File: src/rtl/mul_pkg.sv
// Shared types for the multiplier operand dispatcher: FSM state encoding and
// operand FIFO entry sizing ({sign, a, b}).
package mul_pkg;

    typedef enum logic [1:0] {
        ST_IDLE  = 2'd0,
        ST_ISSUE = 2'd1,
        ST_WAIT  = 2'd2,
        ST_HOLD  = 2'd3
    } disp_state_t;

    function automatic int entry_width(input int mul_width);
        return 1 + 2 * mul_width;
    endfunction

endpackage

File: src/rtl/mul_op_fifo.sv
// Synchronous operand FIFO with full/empty flags and no bypass; pointers carry
// one extra wrap bit so full and empty are distinguishable.
module mul_op_fifo #(
    parameter int WIDTH = 9,
    parameter int DEPTH = 4
) (
    input  logic             clk,
    input  logic             rst,
    input  logic             push,
    input  logic [WIDTH-1:0] push_data,
    input  logic             pop,
    output logic [WIDTH-1:0] pop_data,
    output logic             full,
    output logic             empty
);

    localparam int AW = $clog2(DEPTH);
    localparam logic [AW:0] PTR_ONE = {{AW{1'b0}}, 1'b1};

    logic [AW:0]      wr_ptr_q, wr_ptr_d;
    logic [AW:0]      rd_ptr_q, rd_ptr_d;
    logic [WIDTH-1:0] mem_q [DEPTH];
    logic [WIDTH-1:0] mem_d [DEPTH];

    assign empty    = (wr_ptr_q == rd_ptr_q);
    assign full     = (wr_ptr_q[AW] != rd_ptr_q[AW]) &&
                      (wr_ptr_q[AW-1:0] == rd_ptr_q[AW-1:0]);
    assign pop_data = mem_q[rd_ptr_q[AW-1:0]];

    always_comb begin
        wr_ptr_d = wr_ptr_q;
        rd_ptr_d = rd_ptr_q;
        mem_d    = mem_q;
        if (push && !full) begin
            mem_d[wr_ptr_q[AW-1:0]] = push_data;
            wr_ptr_d                = wr_ptr_q + PTR_ONE;
        end
        if (pop && !empty) begin
            rd_ptr_d = rd_ptr_q + PTR_ONE;
        end
    end

    always_ff @(posedge clk or posedge rst) begin
        if (rst) begin
            wr_ptr_q <= '0;
            rd_ptr_q <= '0;
            for (int i = 0; i < DEPTH; i++) begin
                mem_q[i] <= '0;
            end
        end else begin
            wr_ptr_q <= wr_ptr_d;
            rd_ptr_q <= rd_ptr_d;
            mem_q    <= mem_d;
        end
    end

endmodule

File: src/rtl/mul_operand_dispatcher.sv
// Queues operand pairs and feeds them one at a time to the shift-add multiplier,
// returning products on a valid/ready port. MUL_DISPATCH_TIMEOUT_EN adds a WAIT watchdog.
//
// state    | meaning
// ST_IDLE  | waiting for a queued pair; pops it into the operand registers
// ST_ISSUE | mul_start high for this single cycle
// ST_WAIT  | waiting for the rising edge of mul_ready
// ST_HOLD  | product held on the output until the consumer accepts it
module mul_operand_dispatcher
    import mul_pkg::*;
#(
    parameter int MUL_WIDTH  = 4,
    parameter int FIFO_DEPTH = 4,
    parameter int TIMEOUT    = 64
) (
    input  logic                   clk,
    input  logic                   rst,
    input  logic                   in_valid,
    output logic                   in_ready,
    input  logic                   in_sign,
    input  logic [MUL_WIDTH-1:0]   in_a,
    input  logic [MUL_WIDTH-1:0]   in_b,
    output logic                   mul_start,
    output logic                   mul_sign,
    output logic [MUL_WIDTH-1:0]   mul_a,
    output logic [MUL_WIDTH-1:0]   mul_b,
    input  logic                   mul_ready,
    input  logic [2*MUL_WIDTH-1:0] mul_y,
    output logic                   out_valid,
    input  logic                   out_ready,
    output logic [2*MUL_WIDTH-1:0] out_data,
    output logic                   out_sign,
    output logic                   busy,
    output logic                   timeout_err
);

    localparam int EW = entry_width(MUL_WIDTH);

    disp_state_t            state_q, state_d;
    logic                   mul_sign_q, mul_sign_d;
    logic [MUL_WIDTH-1:0]   mul_a_q, mul_a_d;
    logic [MUL_WIDTH-1:0]   mul_b_q, mul_b_d;
    logic                   out_valid_q, out_valid_d;
    logic [2*MUL_WIDTH-1:0] out_data_q, out_data_d;
    logic                   out_sign_q, out_sign_d;
    logic                   ready_q;
    logic                   rise;
    logic                   expire;
    logic                   fifo_pop, fifo_full, fifo_empty;
    logic [EW-1:0]          fifo_dout;

    mul_op_fifo #(.WIDTH(EW), .DEPTH(FIFO_DEPTH)) u_fifo (
        .clk       (clk),
        .rst       (rst),
        .push      (in_valid && in_ready),
        .push_data ({in_sign, in_a, in_b}),
        .pop       (fifo_pop),
        .pop_data  (fifo_dout),
        .full      (fifo_full),
        .empty     (fifo_empty)
    );

    assign in_ready = !fifo_full;
    assign rise     = mul_ready && !ready_q;

`ifdef MUL_DISPATCH_TIMEOUT_EN
    localparam int CW = $clog2(TIMEOUT + 1);
    localparam logic [CW-1:0] CNT_LAST = CW'(TIMEOUT - 1);
    localparam logic [CW-1:0] CNT_ONE  = CW'(1);

    logic [CW-1:0] cnt_q, cnt_d;
    logic          timeout_err_q, timeout_err_d;

    // Last WAIT cycle is the one where the count would reach TIMEOUT.
    assign expire      = (cnt_q == CNT_LAST);
    assign timeout_err = timeout_err_q;

    always_comb begin
        cnt_d         = cnt_q;
        timeout_err_d = 1'b0;
        if (state_q == ST_ISSUE) begin
            cnt_d = '0;
        end else if (state_q == ST_WAIT) begin
            cnt_d         = cnt_q + CNT_ONE;
            timeout_err_d = expire && !rise;
        end
    end

    always_ff @(posedge clk or posedge rst) begin
        if (rst) begin
            cnt_q         <= '0;
            timeout_err_q <= 1'b0;
        end else begin
            cnt_q         <= cnt_d;
            timeout_err_q <= timeout_err_d;
        end
    end
`else
    assign expire      = 1'b0;
    assign timeout_err = 1'b0;
`endif

    always_comb begin
        state_d     = state_q;
        mul_sign_d  = mul_sign_q;
        mul_a_d     = mul_a_q;
        mul_b_d     = mul_b_q;
        out_valid_d = out_valid_q;
        out_data_d  = out_data_q;
        out_sign_d  = out_sign_q;
        fifo_pop    = 1'b0;
        mul_start   = 1'b0;
        case (state_q)
            ST_IDLE: begin
                if (!fifo_empty) begin
                    fifo_pop                        = 1'b1;
                    {mul_sign_d, mul_a_d, mul_b_d}  = fifo_dout;
                    state_d                         = ST_ISSUE;
                end
            end
            ST_ISSUE: begin
                mul_start = 1'b1;
                state_d   = ST_WAIT;
            end
            ST_WAIT: begin
                // A completion in the final watchdog cycle still wins.
                if (rise) begin
                    out_data_d  = mul_y;
                    out_sign_d  = mul_sign_q;
                    out_valid_d = 1'b1;
                    state_d     = ST_HOLD;
                end else if (expire) begin
                    state_d = ST_IDLE;
                end
            end
            ST_HOLD: begin
                if (out_valid_q && out_ready) begin
                    out_valid_d = 1'b0;
                    state_d     = ST_IDLE;
                end
            end
            default: state_d = ST_IDLE;
        endcase
    end

    always_ff @(posedge clk or posedge rst) begin
        if (rst) begin
            state_q     <= ST_IDLE;
            mul_sign_q  <= 1'b0;
            mul_a_q     <= '0;
            mul_b_q     <= '0;
            out_valid_q <= 1'b0;
            out_data_q  <= '0;
            out_sign_q  <= 1'b0;
            ready_q     <= 1'b0;
        end else begin
            state_q     <= state_d;
            mul_sign_q  <= mul_sign_d;
            mul_a_q     <= mul_a_d;
            mul_b_q     <= mul_b_d;
            out_valid_q <= out_valid_d;
            out_data_q  <= out_data_d;
            out_sign_q  <= out_sign_d;
            ready_q     <= mul_ready;
        end
    end

    assign mul_sign  = mul_sign_q;
    assign mul_a     = mul_a_q;
    assign mul_b     = mul_b_q;
    assign out_valid = out_valid_q;
    assign out_data  = out_data_q;
    assign out_sign  = out_sign_q;
    assign busy      = (state_q != ST_IDLE) || !fifo_empty;

endmodule

File: config.mk
export PLATFORM = sky130hd
export DESIGN_NAME = mul_operand_dispatcher
export DESIGN_NICKNAME = d
export VERILOG_FILES = /design/src/rtl/mul_pkg.sv /design/src/rtl/mul_op_fifo.sv /design/src/rtl/mul_operand_dispatcher.sv
export SDC_FILE = /design/constraint.sdc
export NUM_CORES = 1
export LEC_CHECK = 0
export CAP_MARGIN = 25
export CORE_MARGIN = 1.5
export CORE_UTILIZATION = 48
export DETAILED_ROUTE_END_ITERATION = 10
export PLACE_DENSITY = 0.74
export SLEW_MARGIN = 30
export SYNTH_ARGS = -nofsm -noshare
export SYNTH_HDL_FRONTEND = slang
export SYNTH_SLANG_ARGS = --single-unit
File: constraint.sdc
create_clock -name clk -period 1.7 [get_ports clk]
set_input_delay 0.17 -clock clk [delete_from_list [all_inputs] [get_ports clk]]
set_output_delay 0.17 -clock clk [all_outputs]
set_load 0.02 [all_outputs]
==> reports/qor.txt <==
CLOCK NETWORK
------------------------------------------------------------------------------------
Worst-Skew Late Latency ...............................................      0.35 ns
Longest Clk Path Bufs .................................................            2
Register clock-pin slew on the reported worst setup and hold paths ....      0.07 ns
Inserted Clock Buffers ................................................            9
Post-CTS Hold Buffers .................................................            0
TritonCTS clock tree ..................................................         done
Buffer cell driving the clock tree root ...............................     clkbuf_8
Clock sink total ......................................................           64
CTS H-tree lvls .......................................................            3

DETAILED ROUTING
------------------------------------------------------------------------------------
Via density per instance ..............................................         5.21
Antenna violation net count after detailed routing ....................            0
Number of remaining DRC errors ........................................            0
DR iter-0 viols .......................................................           55
DR WL/cell ............................................................      17.6 um
Total iterations of the first detailed-routing run ....................            4
Count of vias placed by the detailed router ...........................         1782
Wire length after detailed routing ....................................      6010 um

POWER AND IR DROP
------------------------------------------------------------------------------------
Sequential share of power .............................................        31.8%
Power density over the cells .......................................... 2150 mW/mm^2
Proportion of power drawn by the clock network ........................        15.5%
Fraction of power consumed by combinational cells .....................        52.7%
LEAKAGE ...............................................................      1.76 nW
Highest ir drop seen on vdd ...........................................      1.08 mV
Cell internal pwr .....................................................    0.00571 W
Switching Power .......................................................    0.00284 W
Net Sw Frac ...........................................................        33.3%

MIN PATH
------------------------------------------------------------------------------------
Min-Delay Path Class .................................................. input pin to async pin

YOSYS
------------------------------------------------------------------------------------
Syn Std Cell Area ..................................................... 0.00290 mm^2
Number of register bits inferred by synthesis .........................           64
Warnings, synthesis ...................................................            0
Mapped Nets ...........................................................          218
Number of library cell types mapped by synthesis ......................           26
Async SR Flop Fraction ................................................         100%
Synthesized area divided by synthesized cell count ....................    15.6 um^2
Primary flip-flop cell chosen by synthesis mapping ....................      dfrtp_1
Post-synth EDFFs ......................................................            0
Gate count after technology mapping ...................................          186
Seq/Total Area, Yosys .................................................        55.2%

WORST SETUP PATH
------------------------------------------------------------------------------------
Req. time, crit path ..................................................      1.93 ns
Critical path endpoint category .......................................    flip-flop
Source of the worst register-to-register timing path .................. u_fifo.rd_ptr_q[1]
Critical-path maximum fanout ..........................................            3
Number of cells on the worst reg-to-reg path ..........................            5
Type of element launching the critical path ...........................    flip-flop
Capture point of the worst reg-to-reg path ............................   state_q[1]
Data arrival, critical path ...........................................      2.07 ns
Worst setup slack for register-to-register paths ......................     -0.14 ns
Capturing element of the worst setup path .............................   state_q[1]
Critical path start-end classification ................................ flip-flop to flip-flop
Start point of the critical path ...................................... u_fifo.rd_ptr_q[1]

STA
------------------------------------------------------------------------------------
Pins Over Slew Limit ..................................................            0
Worst setup slack after layout ........................................    -0.138 ns
Worst setup skew after layout .........................................    0.0103 ns
Final-report setup violation count ....................................           27
Worst hold-check slack ................................................     0.235 ns
Sum of negative setup slack ...........................................    -0.921 ns
Min Tclk post-route ...................................................      1.84 ns
Final clock period utilization by the worst path ......................         108%
FMAX ..................................................................      544 MHz
Unrepaired setup endpoints after global routing .......................          yes
Final hold violations .................................................            0

PLACEMENT
------------------------------------------------------------------------------------
Detailed-placement wirelength estimate ................................      3450 um
Count of buffers inserted at the top-level ports ......................           43
Post-Place Cells ......................................................          316
Weighted congestion at the end of routability-driven global placement .        0.702
Area post-placement ................................................... 0.00353 mm^2

GRT
------------------------------------------------------------------------------------
Overall Global Routing Usage ..........................................        20.6%
Overflow after GRT ....................................................            0
Met3 usage in global routing ..........................................        5.96%
Wire length of the first global-routing pass ..........................      9450 um
GR Util met2 ..........................................................        33.1%
Most used routing layer ...............................................         met2
Met1 capacity usage during global routing .............................        24.8%
Number of global-route vias before repair .............................         1869
Initial antenna violation count .......................................            0
Maximum number of pins on one net before global-route repair ..........           65

LAYOUT
------------------------------------------------------------------------------------
Filler cell count in the final layout .................................          438
Fraction of layout cells with a size suffix above 1 ...................        47.2%
Inserted Diodes .......................................................            0
Final design area excluding fillers ................................... 0.00397 mm^2
Area Growth Syn to Fin ................................................        36.8%
Count of nets after finishing .........................................          294
Post-route core utilization ...........................................        67.5%
Sequential cell area .................................................. 0.00160 mm^2
Non-Filler Instances ..................................................          342
Multi-input logic area ................................................ 0.00141 mm^2

RUN STATUS
------------------------------------------------------------------------------------
Failing checks ........................................................ negative setup slack
Outcome ............................................................... finished with violations

FLOORPLAN
------------------------------------------------------------------------------------
Width of the die ......................................................      80.8 um
Site Rows .............................................................           28
Floorplan die area .................................................... 0.00652 mm^2
Die Y-Extent ..........................................................      80.8 um
Initial standard-cell utilization of the core .........................        49.3%
Number of top-level pins ..............................................           45
Standard cell core area ............................................... 0.00589 mm^2

JOB
------------------------------------------------------------------------------------
Max-capacitance violation count .......................................            0

cells in the mapped netlist, types with 2 or more instances:
| library cell | instances | area, um^2 |
|---|---|---|
| mux4_2 | 9 | 203 |
| o21ai_0 | 2 | 10.0 |
| mux2_2 | 56 | 631 |
| nor2_1 | 2 | 7.51 |
| nand2_1 | 3 | 11.3 |
| buf_6 | 4 | 45.0 |
| dfrtp_1 | 64 | 1600 |
| ha_1 | 10 | 125 |
| and2_4 | 4 | 35.0 |
| xnor2_1 | 4 | 35.0 |
| clkbuf_1 | 2 | 7.51 |
| xor2_1 | 4 | 35.0 |
| inv_1 | 8 | 30.0 |
| buf_4 | 2 | 15.0 |
sequential cells by signal, indices dropped and copies added (netlist names), 2 cells and up:
name	count
mul_a	4
mul_b	4
out_data	8
state_q	2
u_fifo.mem_q	36
u_fifo.rd_ptr_q	3
u_fifo.wr_ptr_q	3
logic make-up after synthesis:
| group | Yosys count | synth area share [%] |
|---|---|---|
| adder cells (fa/ha/maj) | 10 | 4.31 |
| flip-flops | 64 | 55.2 |
| other | 1 | 0.129 |
| buffers and inverters | 17 | 3.54 |
| AO/OA/AOI/OAI | 6 | 1.90 |
| multiplexers | 66 | 29.1 |
| AND/OR/NAND/NOR | 13 | 2.89 |
| XOR/XNOR | 9 | 2.98 |
per-stage QoR:
step	power (W)	setup WS [ns]
finish	0.00855	-0.138
global route	0.00907	-0.164
CTS	0.00844	-0.139
detailed placement	0.00654	-0.148
global placement	0.00642	-0.122
floorplan	0.00518	-0.0351
worst max-delay path, cell delays in order (launching register included):
cell,delay (ns)
dfrtp_1,0.41
xor2_1,0.20
or4_4,0.56
buf_4,0.15
nand2_2,0.07
mux2_2,0.33
worst min-delay path by stage:
stage                      from               end  slack (ns)  cells after the start
6_report                    rst       out_data[5]        0.24                      3
3_5_place_dp   u_fifo.mem_q[10]  u_fifo.mem_q[10]        0.49                      1
4_1_cts                     rst       out_data[5]        0.25                      3
2_1_floorplan         mul_ready           ready_q        0.20                      0
5_1_grt                     rst          out_sign        0.27                      3
3_3_place_gp    u_fifo.mem_q[9]   u_fifo.mem_q[9]        0.48                      1
per-layer routing:
metal	vias up	share of wire [%]
met5	-	0
met4	0	3.2
met3	16	4.7
met2	50	49
met1	905	43
li1	811	-
layout by cell type (no fill, tap or decap), types with 2 or more instances in the layout:
cell type / instances
dfrtp_1: 64
mux2_4: 25
xnor2_4: 2
xnor2_1: 2
mux2_2: 31
ha_1: 9
nor2_1: 2
clkbuf_8: 11
clkdlybuf4s50_1: 40
xor2_1: 4
buf_6: 2
mux4_2: 9
a31oi_4: 2
o21ai_0: 2
clkinv_2: 2
clkbuf_1: 2
inv_1: 6
buf_4: 24
nand2_1: 2
and2_4: 8
area by class of cell:
class / instances / area share [%]
clock buffer: 13 / 4.00
clock inverter: 3 / 1.01
inverter: 8 / 0.851
multi-input combinational: 110 / 35.4
sequential: 64 / 40.3
tap: 75 / 2.36
timing repair buffer: 69 / 16.0
power by group through the flow:
stage | sequential [W] | clock, W | combinational, W
after floorplan | 0.00295 | 0 | 0.00223
after global placement | 0.00269 | 0 | 0.00373
final | 0.00272 | 0.00133 | 0.00450
after detailed placement | 0.00273 | 0 | 0.00382
after global routing | 0.00280 | 0.00144 | 0.00483
after CTS | 0.00271 | 0.00136 | 0.00437
timing repair:
| item | 4_1_cts | 5_1_grt |
|---|---|---|
| pin swaps | 7 | 7 |
| gates resized for setup | 37 | 11 |
| setup buffers | 2 | 3 |
| cloned | 5 | 0 |
| endpoints found under the setup margin | 50 | 38 |
Note: power is estimated with default switching activity, not from simulation.
